<file path="src/rtl/instr_fetch_unit_if.sv">
// Fetch-unit bus bundle: instruction-memory request/response plus the decode-side ir channel.
// Each handshake completes on a rising edge where valid && ready are both high.
// Valid never waits for ready. Responses have no ready and arrive in request order.
interface instr_fetch_unit_if;
  logic        imem_req_valid;
  logic        imem_req_ready;
  logic [31:0] imem_req_addr;
  logic        imem_rsp_valid;
  logic [31:0] imem_rsp_data;
  logic        ir_valid;
  logic        ir_ready;
  logic [31:0] ir;
  logic [31:0] ir_pc;
  logic        redirect;
  logic [31:0] redirect_pc;

  modport master (
    output imem_req_valid, imem_req_addr, ir_valid, ir, ir_pc,
    input  imem_req_ready, imem_rsp_valid, imem_rsp_data, ir_ready, redirect, redirect_pc
  );

  modport slave (
    input  imem_req_valid, imem_req_addr, ir_valid, ir, ir_pc,
    output imem_req_ready, imem_rsp_valid, imem_rsp_data, ir_ready, redirect, redirect_pc
  );
endinterface

</file>
<file path="src/rtl/instr_fetch_unit.sv">
// Instruction fetch unit: issues sequential PC requests under a credit limit, buffers in-order
// responses in a small FIFO and presents them to decode; a redirect flushes and restarts fetch.
module instr_fetch_unit #(
  parameter logic [31:0] RESET_PC   = 32'h0000_0000,
  parameter int          FIFO_DEPTH = 4
) (
  input  logic                        clk,
  input  logic                        rst,
  instr_fetch_unit_if.master          bus,
  output logic [$clog2(FIFO_DEPTH):0] o_dbg_inflight,
  output logic [$clog2(FIFO_DEPTH):0] o_dbg_drop_cnt,
  output logic [$clog2(FIFO_DEPTH):0] o_dbg_count
);
  localparam int AW = $clog2(FIFO_DEPTH);
  localparam int CW = AW + 1;

  logic [31:0]   r_pc;
  logic [31:0]   r_rsp_pc;
  logic [CW-1:0] r_inflight;
  logic [CW-1:0] r_drop_cnt;
  logic [CW-1:0] r_count;
  logic [AW-1:0] r_wptr;
  logic [AW-1:0] r_rptr;
  logic [31:0]   r_data [FIFO_DEPTH];
  logic [31:0]   r_pcbuf[FIFO_DEPTH];

  logic        w_credit;
  logic        w_req_valid;
  logic        w_req_fire;
  logic        w_rsp;
  logic        w_drop;
  logic        w_push;
  logic        w_pop;
  logic [31:0] w_target;

  // Stale in-flight requests still hold credit, so a live response always finds a free slot.
  always_comb begin
    w_credit    = ({1'b0, r_inflight} + {1'b0, r_count}) < (CW + 1)'(FIFO_DEPTH);
    w_req_valid = !rst && !bus.redirect && w_credit;
    w_req_fire  = w_req_valid && bus.imem_req_ready;
    w_rsp       = bus.imem_rsp_valid;
    w_drop      = w_rsp && (r_drop_cnt != '0);
    w_push      = w_rsp && !w_drop && !bus.redirect;
    w_pop       = (r_count != '0) && bus.ir_ready && !bus.redirect;
    w_target    = bus.redirect_pc & ~32'h0000_0003;
  end

  always_ff @(posedge clk or posedge rst) begin
    if (rst) begin
      r_pc       <= RESET_PC;
      r_rsp_pc   <= RESET_PC;
      r_inflight <= '0;
      r_drop_cnt <= '0;
      r_count    <= '0;
      r_wptr     <= '0;
      r_rptr     <= '0;
      for (int i = 0; i < FIFO_DEPTH; i++) begin
        r_data[i]  <= '0;
        r_pcbuf[i] <= '0;
      end
    end else if (bus.redirect) begin
      // Everything still outstanding after this cycle belongs to the old path.
      r_pc       <= w_target;
      r_rsp_pc   <= w_target;
      r_inflight <= r_inflight - CW'(w_rsp);
      r_drop_cnt <= r_inflight - CW'(w_rsp);
      r_count    <= '0;
      r_wptr     <= '0;
      r_rptr     <= '0;
    end else begin
      if (w_req_fire) begin
        r_pc <= r_pc + 32'd4;
      end
      r_inflight <= r_inflight + CW'(w_req_fire) - CW'(w_rsp);
      if (w_drop) begin
        r_drop_cnt <= r_drop_cnt - 1'b1;
      end
      if (w_push) begin
        r_data[r_wptr]  <= bus.imem_rsp_data;
        r_pcbuf[r_wptr] <= r_rsp_pc;
        r_wptr          <= r_wptr + 1'b1;
        r_rsp_pc        <= r_rsp_pc + 32'd4;
      end
      if (w_pop) begin
        r_rptr <= r_rptr + 1'b1;
      end
      r_count <= r_count + CW'(w_push) - CW'(w_pop);
    end
  end

  assign bus.imem_req_valid = w_req_valid;
  assign bus.imem_req_addr  = r_pc;
  assign bus.ir_valid       = (r_count != '0);
  assign bus.ir             = r_data[r_rptr];
  assign bus.ir_pc          = r_pcbuf[r_rptr];

  assign o_dbg_inflight = r_inflight;
  assign o_dbg_drop_cnt = r_drop_cnt;
  assign o_dbg_count    = r_count;
endmodule

</file>
<file path="src/flat_wrapper.sv">
// flat-port wrapper written by rule: the top's interface ports become plain ports
module instr_fetch_unit_flat 
#(
  parameter logic [31:0] RESET_PC   = 32'h0000_0000,
  parameter int          FIFO_DEPTH = 4
)
  (clk, rst, o_dbg_inflight, o_dbg_drop_cnt, o_dbg_count, bus_imem_req_valid, bus_imem_req_addr, bus_ir_valid, bus_ir, bus_ir_pc, bus_imem_req_ready, bus_imem_rsp_valid, bus_imem_rsp_data, bus_ir_ready, bus_redirect, bus_redirect_pc);
  instr_fetch_unit_if bus_i ();
  input  logic clk;
  input  logic rst;
  output logic [$clog2(FIFO_DEPTH):0] o_dbg_inflight;
  output logic [$clog2(FIFO_DEPTH):0] o_dbg_drop_cnt;
  output logic [$clog2(FIFO_DEPTH):0] o_dbg_count;
  output wire logic [$bits(bus_i.imem_req_valid)-1:0] bus_imem_req_valid;
  output wire logic [$bits(bus_i.imem_req_addr)-1:0] bus_imem_req_addr;
  output wire logic [$bits(bus_i.ir_valid)-1:0] bus_ir_valid;
  output wire logic [$bits(bus_i.ir)-1:0] bus_ir;
  output wire logic [$bits(bus_i.ir_pc)-1:0] bus_ir_pc;
  input wire logic [$bits(bus_i.imem_req_ready)-1:0] bus_imem_req_ready;
  input wire logic [$bits(bus_i.imem_rsp_valid)-1:0] bus_imem_rsp_valid;
  input wire logic [$bits(bus_i.imem_rsp_data)-1:0] bus_imem_rsp_data;
  input wire logic [$bits(bus_i.ir_ready)-1:0] bus_ir_ready;
  input wire logic [$bits(bus_i.redirect)-1:0] bus_redirect;
  input wire logic [$bits(bus_i.redirect_pc)-1:0] bus_redirect_pc;
  assign bus_imem_req_valid = bus_i.imem_req_valid;
  assign bus_imem_req_addr = bus_i.imem_req_addr;
  assign bus_ir_valid = bus_i.ir_valid;
  assign bus_ir = bus_i.ir;
  assign bus_ir_pc = bus_i.ir_pc;
  assign bus_i.imem_req_ready = bus_imem_req_ready;
  assign bus_i.imem_rsp_valid = bus_imem_rsp_valid;
  assign bus_i.imem_rsp_data = bus_imem_rsp_data;
  assign bus_i.ir_ready = bus_ir_ready;
  assign bus_i.redirect = bus_redirect;
  assign bus_i.redirect_pc = bus_redirect_pc;
  instr_fetch_unit #(.RESET_PC(RESET_PC), .FIFO_DEPTH(FIFO_DEPTH)) u_core (.clk(clk), .rst(rst), .bus(bus_i), .o_dbg_inflight(o_dbg_inflight), .o_dbg_drop_cnt(o_dbg_drop_cnt), .o_dbg_count(o_dbg_count));
endmodule
</file>
<file path="config.mk">
export PLATFORM = sky130hd
export DESIGN_NAME = instr_fetch_unit_flat
export DESIGN_NICKNAME = d
export VERILOG_FILES = /design/src/rtl/instr_fetch_unit_if.sv /design/src/rtl/instr_fetch_unit.sv /design/src/flat_wrapper.sv
export SDC_FILE = /design/constraint.sdc
export NUM_CORES = 1
export LEC_CHECK = 0
export CORE_ASPECT_RATIO = 0.75
export CORE_MARGIN = 2
export CORE_UTILIZATION = 61
export CTS_CLUSTER_SIZE = 24
export DETAILED_ROUTE_END_ITERATION = 10
export PLACE_DENSITY = 0.86
export SETUP_SLACK_MARGIN = 0.02
export SYNTH_ARGS = -nofsm -noshare
export SYNTH_HDL_FRONTEND = slang
export SYNTH_SLANG_ARGS = --single-unit
</file>
<file path="constraint.sdc">
create_clock -name clk -period 31.5 [get_ports clk]
set_input_delay 7.875 -clock clk [delete_from_list [all_inputs] [get_ports clk]]
set_output_delay 7.875 -clock clk [all_outputs]
set_load 0.02 [all_outputs]
</file>
==> qor.txt, run 1 <==
Outcome = finished clean
Synth cell types = 44
Gr usage total = 27.14%
Power per cell area = 80.78 nW/um^2
Routed WL = 33,870 um
Final Power = 0.001425 W
Top cells by area, synth = dfrtp_1 (54%), mux2_2 (19%), mux4_2 (9.4%)
Full die area = 25,530 sq um
Post-synth EDFFs = 0
CTS clock-pin slew for the worst setup and hold paths = 60 ps
Most frequent CP cell = clkdlybuf4s50_1
CTS sink count = 321
Yosys top cell by area = dfrtp_1
Io pins = 177
Post-synthesis sequential area ratio = 54.29%
TritonCTS clock tree = built
Die Wd = 183.8 um
Synth top area share = 54.29%
Final Wtd Congestion = 0.8786
Initial antenna violation count = 0
Global-route wire length before repair = 55,140 um
Async SR Flop Fraction = 100.0%
Input/output buffers = 170
Fmax = 56.41 MHz
Final nets = 1,316
Area Growth Syn to Fin = 19.19%
CP max FO = 2
Routed Antenna Nets = 0
CP Capture Type = output pin
Commonest cells in the synthesized netlist = dfrtp_1 (321), mux2_2 (245), nand2_1 (71)
Sw Ratio = 31.70%
Drc violations = 0
Power share of the clock group = 24.8%
Clock Latency Late Sink = 550 ps
Post-detail-place hpwl = 21,660 um
# fillers = 1,536
Post-DR vias/cell = 6.240
Syn_area_per_cell = 13.66 sq um
Worst vdd ir = 0.05467 mV
GRT overflow = 0
Diode count = 0
Post-Route Setup TNS = 0 ps
Synthesized netlist cell count = 1,083
Layout cells sized above 1 = 30.80%
Synth Flop Type = dfrtp_1
FF+latch count, synth = 321
Slew HR = 23.30%
Syn Std Cell Area = 14,800 sq um
Unrepaired setup endpoints after global routing = no
Clock Skews = 15.09 ps
Crit Path Class = input pin to output pin
CP startpoint kind = input pin
Max-Cap Viols = 0
Leak = 7.926 nW
CTS Root Cell = clkbuf_16
Num CTS Buffers = 31
Period utilization = 56.28%
Crit-path cells = clkdlybuf4s50_1 -> or4_4 -> nor3_1 -> clkdlybuf4s50_1
Sequential share of power = 40.2%
Htree depth = 1
Post-CTS Hold Fix Bufs = 0
Combinational share of power = 35.0%
Critical path data required time = 23,630 ps
First-iteration detailed-routing DRC count = 788
Chip Height = 138.9 um
# Post-CTS Setup Buffers = 0
DR pass1 iterations = 8
Pin count of the biggest net entering global routing = 102
CTS max path bufs = 3
Internal Pwr Total = 0.0009729 W
Worst-Margin Slew = 1142 ps
Via count = 9,709
YS warnings = 0
Post-CTS Resized = 0
Final setup violation count = 0
Worst Path Arrival = 9850 ps
Fin crit period = 17,730 ps
Largest stage delay, worst path = 650 ps
Slowest CP cell = clkdlybuf4s50_1
DR WL/cell = 21.77 um
# rows = 49
Starting Density = 61.88%
P_sw = 0.0004516 W
Pins over their slew limit = 0
Core area = 23,910 sq um
Top-count cell post-synth = dfrtp_1
Final Hold Viols = 0
Vias in the first global route = 10,135
HP Class = flip-flop to flip-flop
==> area by class of cell <==
type	count	area, sq um	share of cell area (%)
sequential	321	8038	45.58
multi-input combinational	671	6379	36.17
timing repair buffer	183	1794	10.17
clock buffer	42	867.1	4.917
tap	306	382.9	2.171
clock inverter	13	92.59	0.5250
inverter	20	82.58	0.4683
==> worst max-delay path, delay by kind of cell <==
family        cells  cell delay [ps]
simple gates      2              810
buf+inv           2             1170
==> final timing paths <==
check / from / endpoint / slack [ps] / depth (start not counted)
max in group asynchronous: rst / u_core.r_rptr[0]$_DFFE_PP0P_ / 22130 / 3
worst min-delay path: u_core.r_pcbuf[10]$_DFFE_PP0P_ / u_core.r_pcbuf[10]$_DFFE_PP0P_ / 480 / 2
worst min register to register: u_core.r_pcbuf[10]$_DFFE_PP0P_ / u_core.r_pcbuf[10]$_DFFE_PP0P_ / 480 / 2
min in group asynchronous: rst / u_core.r_pcbuf[9]$_DFFE_PP0P_ / 7870 / 2
worst max-delay path: rst / bus_imem_req_valid / 13770 / 4
worst max register to register: u_core.o_dbg_inflight[2]$_DFF_PP0_ / u_core.o_dbg_inflight[2]$_DFF_PP0_ / 28230 / 9
==> through the flow <==
stage | setup slack, ps | instances | util (%) | area [sq um] | hold WS [ps]
5_1_grt | 13730 | 1556 | 73.76 | 17640 | 508.1
6_report | 13770 | 1556 | 73.76 | 17640 | 475.5
2_1_floorplan | 14720 | 1086 | - | 14810 | 444.6
3_3_place_gp | 13840 | 1501 | 69.74 | 16680 | 457.3
3_5_place_dp | 13760 | 1501 | 69.74 | 16680 | 468.0
4_1_cts | 13750 | 1556 | 73.76 | 17640 | 481.9
==> power groups by stage <==
stage | registers (W) | clock network (W) | logic (W)
2_1_floorplan | 0.000559 | 0 | 0.000312
3_3_place_gp | 0.000569 | 0 | 0.000487
5_1_grt | 0.000584 | 0.000375 | 0.000531
3_5_place_dp | 0.000577 | 0 | 0.000501
6_report | 0.000572 | 0.000353 | 0.000499
4_1_cts | 0.000571 | 0.000358 | 0.000504
==> layer usage <==
metal | wire length, um | track usage, % | vias up
li1 | - | - | 4252
met1 | 14590 | 39.57 | 5049
met2 | 16490 | 43.69 | 354
met3 | 2079 | 4.228 | 54
met4 | 714 | 6.358 | 0
met5 | 0 | 0 | -
==> cells in the final DEF, fill, tap and decap left out, types with 27 or more instances in the layout <==
cell type,netlist,final
mux4_2,62,62
xor2_1,27,27
clkbuf_16,0,31
dfrtp_1,321,319
mux2_2,245,245
nand4_1,29,29
o21ai_0,48,48
nand2_1,71,67
nand3_1,34,34
clkdlybuf4s50_1,0,169
==> state kept, by name, summed over array words and instances, names as in the netlist <==
register and cells:
u_core.bus.imem_req_addr 30, u_core.o_dbg_count 3, u_core.o_dbg_drop_cnt 3, u_core.o_dbg_inflight 3, u_core.r_data 128, u_core.r_pcbuf 120
u_core.r_rptr 2, u_core.r_rsp_pc 30, u_core.r_wptr 2
==> kinds of logic after synthesis <==
logic type                 count (synthesis)  share of synthesized area (%)
DFF                                      321                          54.29
muxes                                    308                          28.15
and+or+nand+nor                          207                          6.976
buffers and inverters                     94                          2.748
AOI/OAI and AO/OA                         92                          3.704
xor gates and xnor gates                  42                          2.486
adders and majority gates                 18                          1.624
other                                      1                        0.02534
Note: power is estimated with default switching activity, not from simulation.
==> run 2, diff against run 1 <==
- CORE_UTILIZATION: 61 -> 51
- PLACE_DENSITY: 0.86 -> 0.77
- clock period: 31.5 -> 15.7 ns (I/O delays scaled with it)
==> run 2 against run 1 <==
Total power grew 100%; final cell count is 5.1% higher; critical path type unchanged; die area is 19% higher; highest routed layer unchanged.
==> qor.txt, run 2 (synthesis results as in run 1) <==
Final nets = 1,315 (-0.076%)
Clock Skews = 13.31 ps (-1.776 ps)
Crit Path Class = input pin to output pin
CTS max path bufs = 3 (unchanged)
Pin count of the biggest net entering global routing = 125 (+23%)
Fmax = 102.5 MHz
Io pins = 177 (unchanged)
Clock Latency Late Sink = 560 ps (about the same)
Period utilization = 62.12%
Worst-Margin Slew = 1106 ps (-35.71 ps)
Global-route wire length before repair = 54,610 um (-0.95%)
Input/output buffers = 170 (unchanged)
Number of flip-flops in the largest register = 128 (unchanged)
CP startpoint kind = input pin
# fillers = 2,211 (+44%)
Slew HR = 25.70% (+2.4 points)
TritonCTS clock tree = built
CP Capture Type = output pin
Worst vdd ir = 0.08954 mV (+64%)
Post-CTS Hold Fix Bufs = 0 (unchanged)
Core area = 28,250 sq um (+18%)
Initial antenna violation count = 0 (unchanged)
DR WL/cell = 20.50 um (-5.8%)
Vias in the first global route = 9,829 (-3.0%)
Unrepaired setup endpoints after global routing = no
Area Growth Syn to Fin = 20.18%
HP Class = flip-flop to flip-flop
CTS clock-pin slew for the worst setup and hold paths = 60 ps (about the same)
Max-Cap Viols = 0 (unchanged)
Critical path data required time = 11,770 ps (-11,860 ps)
Via count = 9,516 (-2.0%)
Gr usage total = 22.72% (-4.4 points)
Pins over their slew limit = 0 (unchanged)
Final Wtd Congestion = 0.8741 (-0.51%)
Die Wd = 200.7 um (+9.2%)
Post-CTS Resized = 0 (unchanged)
# rows = 53 (+8.2%)
Power per cell area = 162.0 nW/um^2 (+100%)
Full die area = 30,410 sq um (+19%)
DR pass1 iterations = 4 (-4)
Num CTS Buffers = 31 (unchanged)
Commonest non-fill, non-tap cell in the layout = dfrtp_1
Biggest regs = u_core.r_data x128, u_core.r_pcbuf x120
Leak = 7.942 nW (+0.20%)
Htree depth = 1 (unchanged)
Layout cells sized above 1 = 30.72% (-0.080 points)
First-iteration detailed-routing DRC count = 597 (-24%)
CTS sink count = 321 (unchanged)
Outcome = finished clean
Chip Height = 151.5 um (+9.1%)
Diode count = 0 (unchanged)
CTS Root Cell = clkbuf_16
Drc violations = 0 (unchanged)
Worst Path Arrival = 5830 ps (-4020 ps)
Routed WL = 33,510 um (-1.1%)
GRT overflow = 0 (unchanged)
Post-Route Setup TNS = 0 ps (unchanged)
# Post-CTS Setup Buffers = 0 (unchanged)
Fin crit period = 9752 ps
Final Hold Viols = 0 (unchanged)
Leading cell types in the layout, fill and taps excluded = dfrtp_1 (319), mux2_2 (245), clkdlybuf4s50_1 (169), nand2_1 (67), mux4_2 (62)
Routed Antenna Nets = 0 (unchanged)
Largest reg by FF count = u_core.r_data
Post-DR vias/cell = 5.820 (-6.7%)
CP max FO = 2 (unchanged)
Post-detail-place hpwl = 21,870 um (+0.94%)
WHS = 481.4 ps (+5.955 ps)
Final setup violation count = 0 (unchanged)
Starting Density = 52.38% (-9.5 points)
## run 2: critical path, stage by stage
cell and delay (ps):
clkdlybuf4s50_1 510, or4_4 580, nor3_1 180, clkdlybuf4s50_1 630
## run 2: routing by layer
metal,vias to the layer above,GRT usage (%),share of wire (%)
li1,4252,-,-
met1,4939,33.17,46
met2,268,36.15,46
met3,57,4.085,5.6
met4,0,4.852,1.8
met5,-,0,0
## run 2: power breakdown
group / switching, W / total, W / internal (W)
Sequential: 0.000148 / 0.00116 / 0.00101
Combinational: 0.000438 / 0.000980 / 0.000542
Clock: 0.000312 / 0.000745 / 0.000432
## run 2: layout make-up
| type | count | area, sq um | share of cell area [%] |
|---|---|---|---|
| Sequential cell | 321 | 8038 | 45.20 |
| Multi-Input combinational cell | 671 | 6379 | 35.87 |
| Timing Repair Buffer | 182 | 1787 | 10.05 |
| Clock buffer | 46 | 912.1 | 5.129 |
| Tap cell | 385 | 481.7 | 2.709 |
| Clock inverter | 10 | 102.6 | 0.5770 |
| Inverter | 20 | 82.58 | 0.4644 |
## run 2: worst paths after layout
check	startpoint	to	slack, ps	cells after the start
worst max-delay path	rst	bus_imem_req_valid	5950	4
worst min-delay path	u_core.r_pcbuf[43]$_DFFE_PP0P_	u_core.r_pcbuf[43]$_DFFE_PP0P_	480	2
worst max register to register	u_core.o_dbg_inflight[2]$_DFF_PP0_	u_core.o_dbg_inflight[2]$_DFF_PP0_	12510	9
worst min register to register	u_core.r_pcbuf[43]$_DFFE_PP0P_	u_core.r_pcbuf[43]$_DFFE_PP0P_	480	2
max in group asynchronous	rst	u_core.r_pcbuf[86]$_DFFE_PP0P_	8820	5
min in group asynchronous	rst	u_core.o_dbg_count[2]$_DFF_PP0_	3930	2
## run 2: metrics by stage
stage | setup slack (ps) | instances | total power, W | util (%) | instance area, sq um
final | 5948 | 1635 | 0.002880 | 62.95 | 17780
after global routing | 5860 | 1635 | 0.003027 | 62.95 | 17780
after CTS | 5939 | 1635 | 0.002908 | 62.95 | 17780
after detailed placement | 5941 | 1579 | 0.002159 | 59.35 | 16770
after global placement | 5943 | 1579 | 0.002132 | 59.35 | 16770
after floorplan | 2890 | 1086 | 0.001747 | - | 14810
==> run 3, diff against run 2 <==
- clock period: 15.7 -> 8.8 ns (I/O delays scaled with it)
==> run 3 against run 2 <==
Non-clock buffer count increased by 1; clock power increased by 88%; clock-buffer cell count unchanged; via count increased by 0.27%; flip-flop and latch count unchanged; critical path type unchanged; largest power group unchanged.
==> qor.txt, run 3 (synthesis results as in run 1) <==
Cells on Worst Hold Path = 2 (unchanged)
Critical path data required time = 6600 ps (-5170 ps)
Vias in the first global route = 9,953 (+1.3%)
Fmax = 159.7 MHz
Post-DP Area = 16,780 sq um (about the same)
CP max FO = 2 (unchanged)
DR pass1 iterations = 5 (+1)
CTS clock-pin slew for the worst setup and hold paths = 60 ps (about the same)
Period utilization = 71.16%
Area Growth Syn to Fin = 20.84%
P_sw = 0.001629 W (+81%)
Worst Path Arrival = 4060 ps (-1770 ps)
Gr usage total = 22.93% (+0.21 points)
Pins over their slew limit = 0 (unchanged)
Crit Path Class = input pin to output pin
PnR worst setup slack = 2538 ps (-3409 ps)
Largest reg by FF count = u_core.r_data
Max-Cap Viols = 0 (unchanged)
Final nets = 1,319 (+0.30%)
CTS Root Cell = clkbuf_16
Post-route insts no fill = 1,639 (+0.24%)
Slew HR = 25.12% (-0.58 points)
Drc violations = 0 (unchanged)
# Post-CTS Setup Buffers = 0 (unchanged)
CTS sink count = 321 (unchanged)
# rows = 53 (unchanged)
Starting Density = 52.38% (unchanged)
Internal Pwr Total = 0.003592 W (+81%)
Io pins = 177 (unchanged)
Post-DR vias/cell = 5.822 (about the same)
Post-CTS Hold Fix Bufs = 0 (unchanged)
RR Endpoint = u_core.bus.imem_req_addr[5]$_DFFE_PP0P_
CP Capture Type = output pin
Number of flip-flops in the largest register = 128 (unchanged)
CTS max path bufs = 3 (unchanged)
Num CTS Buffers = 34 (+9.7%)
Clock Latency Late Sink = 510 ps (-50 ps)
Routed WL = 34,170 um (+2.0%)
Htree depth = 2 (+1)
Multi-input logic area = 6379 sq um (unchanged)
First-iteration detailed-routing DRC count = 619 (+3.7%)
Final setup violation count = 0 (unchanged)
Unrepaired setup endpoints after global routing = no
FF-to-FF Start = u_core.o_dbg_inflight[2]$_DFF_PP0_
# fillers = 2,167 (-2.0%)
Layout cells sized above 1 = 31.26% (+0.54 points)
HP Class = flip-flop to flip-flop
Leak = 7.993 nW (+0.64%)
DR WL/cell = 20.85 um (+1.7%)
Worst-Margin Slew = 1119 ps (+13.31 ps)
Pin count of the biggest net entering global routing = 173 (+38%)
Via count = 9,542 (+0.27%)
Combinational share of power = 33.7% (-0.3 points)
Leading cell types in the layout, fill and taps excluded = dfrtp_1 (319), mux2_2 (245), clkdlybuf4s50_1 (169), nand2_1 (67), mux4_2 (62)
CP startpoint kind = input pin
Commonest non-fill, non-tap cell in the layout = dfrtp_1
Hold path startpoint = u_core.r_pcbuf[11]$_DFFE_PP0P_
Final Wtd Congestion = 0.8654 (-1.0%)
Core area = 28,250 sq um (unchanged)
Worst vdd ir = 0.1411 mV (+58%)
Power share of the clock group = 26.8% (+0.9 points)
FF+latch area = 8038 sq um (unchanged)
Biggest regs = u_core.r_data x128, u_core.r_pcbuf x120
Post-Route Setup TNS = 0 ps (unchanged)
WHS = 474.6 ps (-6.833 ps)
R2r worst-path depth = 7 (-2)
Pre-CTS setup slack = 2534 ps (-3407 ps)
Clock Skews = 16.90 ps (+3.581 ps)
Sw Ratio = 31.20% (about the same)
Routed Antenna Nets = 0 (unchanged)
Full die area = 30,410 sq um (unchanged)
Fin crit period = 6262 ps
Initial antenna violation count = 1 (+1)
Post-route cell area = 17,880 sq um (+0.56%)
Hold endpoint = u_core.r_pcbuf[11]$_DFFE_PP0P_
Post-detail-place hpwl = 22,370 um (+2.3%)
Post-Place Cells = 1,580 (+0.063%)
Diode count = 0 (unchanged)
Sequential share of power = 39.5% (-0.6 points)
Post-CTS Resized = 0 (unchanged)
Power per cell area = 292.0 nW/um^2 (+80%)
R2r setup slk = 5530 ps (-6980 ps)
Outcome = finished clean
Chip Height = 151.5 um (unchanged)
Die Wd = 200.7 um (unchanged)
GRT overflow = 0 (unchanged)
Global-route wire length before repair = 55,060 um (+0.82%)
Input/output buffers = 170 (unchanged)
Final Hold Viols = 0 (unchanged)
TritonCTS clock tree = built
## run 3: critical path, stage by stage
cell             delay [ps]
clkdlybuf4s50_1         450
or4_4                   570
nor3_1                  200
clkdlybuf4s50_1         640
## run 3: power by group through the flow
stage / logic, W / registers [W] / clock network (W)
finish: 0.00176 / 0.00206 / 0.00140
global route: 0.00187 / 0.00211 / 0.00150
global placement: 0.00174 / 0.00207 / 0
CTS: 0.00178 / 0.00207 / 0.00143
floorplan: 0.00112 / 0.00200 / 0
detailed placement: 0.00177 / 0.00209 / 0
## run 3: cell type report
class	count	area share, %
clock buffers	46	5.577
clock inverters	13	0.5598
inverters	20	0.4408
multi-input cells	671	35.67
flip-flops and latches	321	44.95
well taps	385	2.694
repair buffers	183	10.10
## run 3: worst max-delay path by stage
| stage | start | depth (start not counted) | to |
|---|---|---|---|
| 2_1_floorplan | rst | 1 | u_core.bus.imem_req_addr[10]$_DFFE_PP0P_ |
| 3_5_place_dp | rst | 4 | bus_imem_req_valid |
| 5_1_grt | rst | 4 | bus_imem_req_valid |
| 4_1_cts | rst | 4 | bus_imem_req_valid |
| 3_3_place_gp | rst | 4 | bus_imem_req_valid |
| 6_report | rst | 4 | bus_imem_req_valid |
## run 3: per-layer routing
layer | share of wire [%] | vias up | track usage, %
met1 | 47 | 4921 | 34.16
li1 | - | 4258 | -
met3 | 5.9 | 50 | 3.978
met2 | 46 | 311 | 35.80
met4 | 1.5 | 2 | 4.889
met5 | 0.0059 | - | 0
## run 3: per-stage QoR
stage,utilization [%],power (W)
finish,63.30,0.005222
global route,63.30,0.005483
CTS,63.30,0.005273
detailed placement,59.41,0.003862
global placement,59.41,0.003807
floorplan,-,0.003117
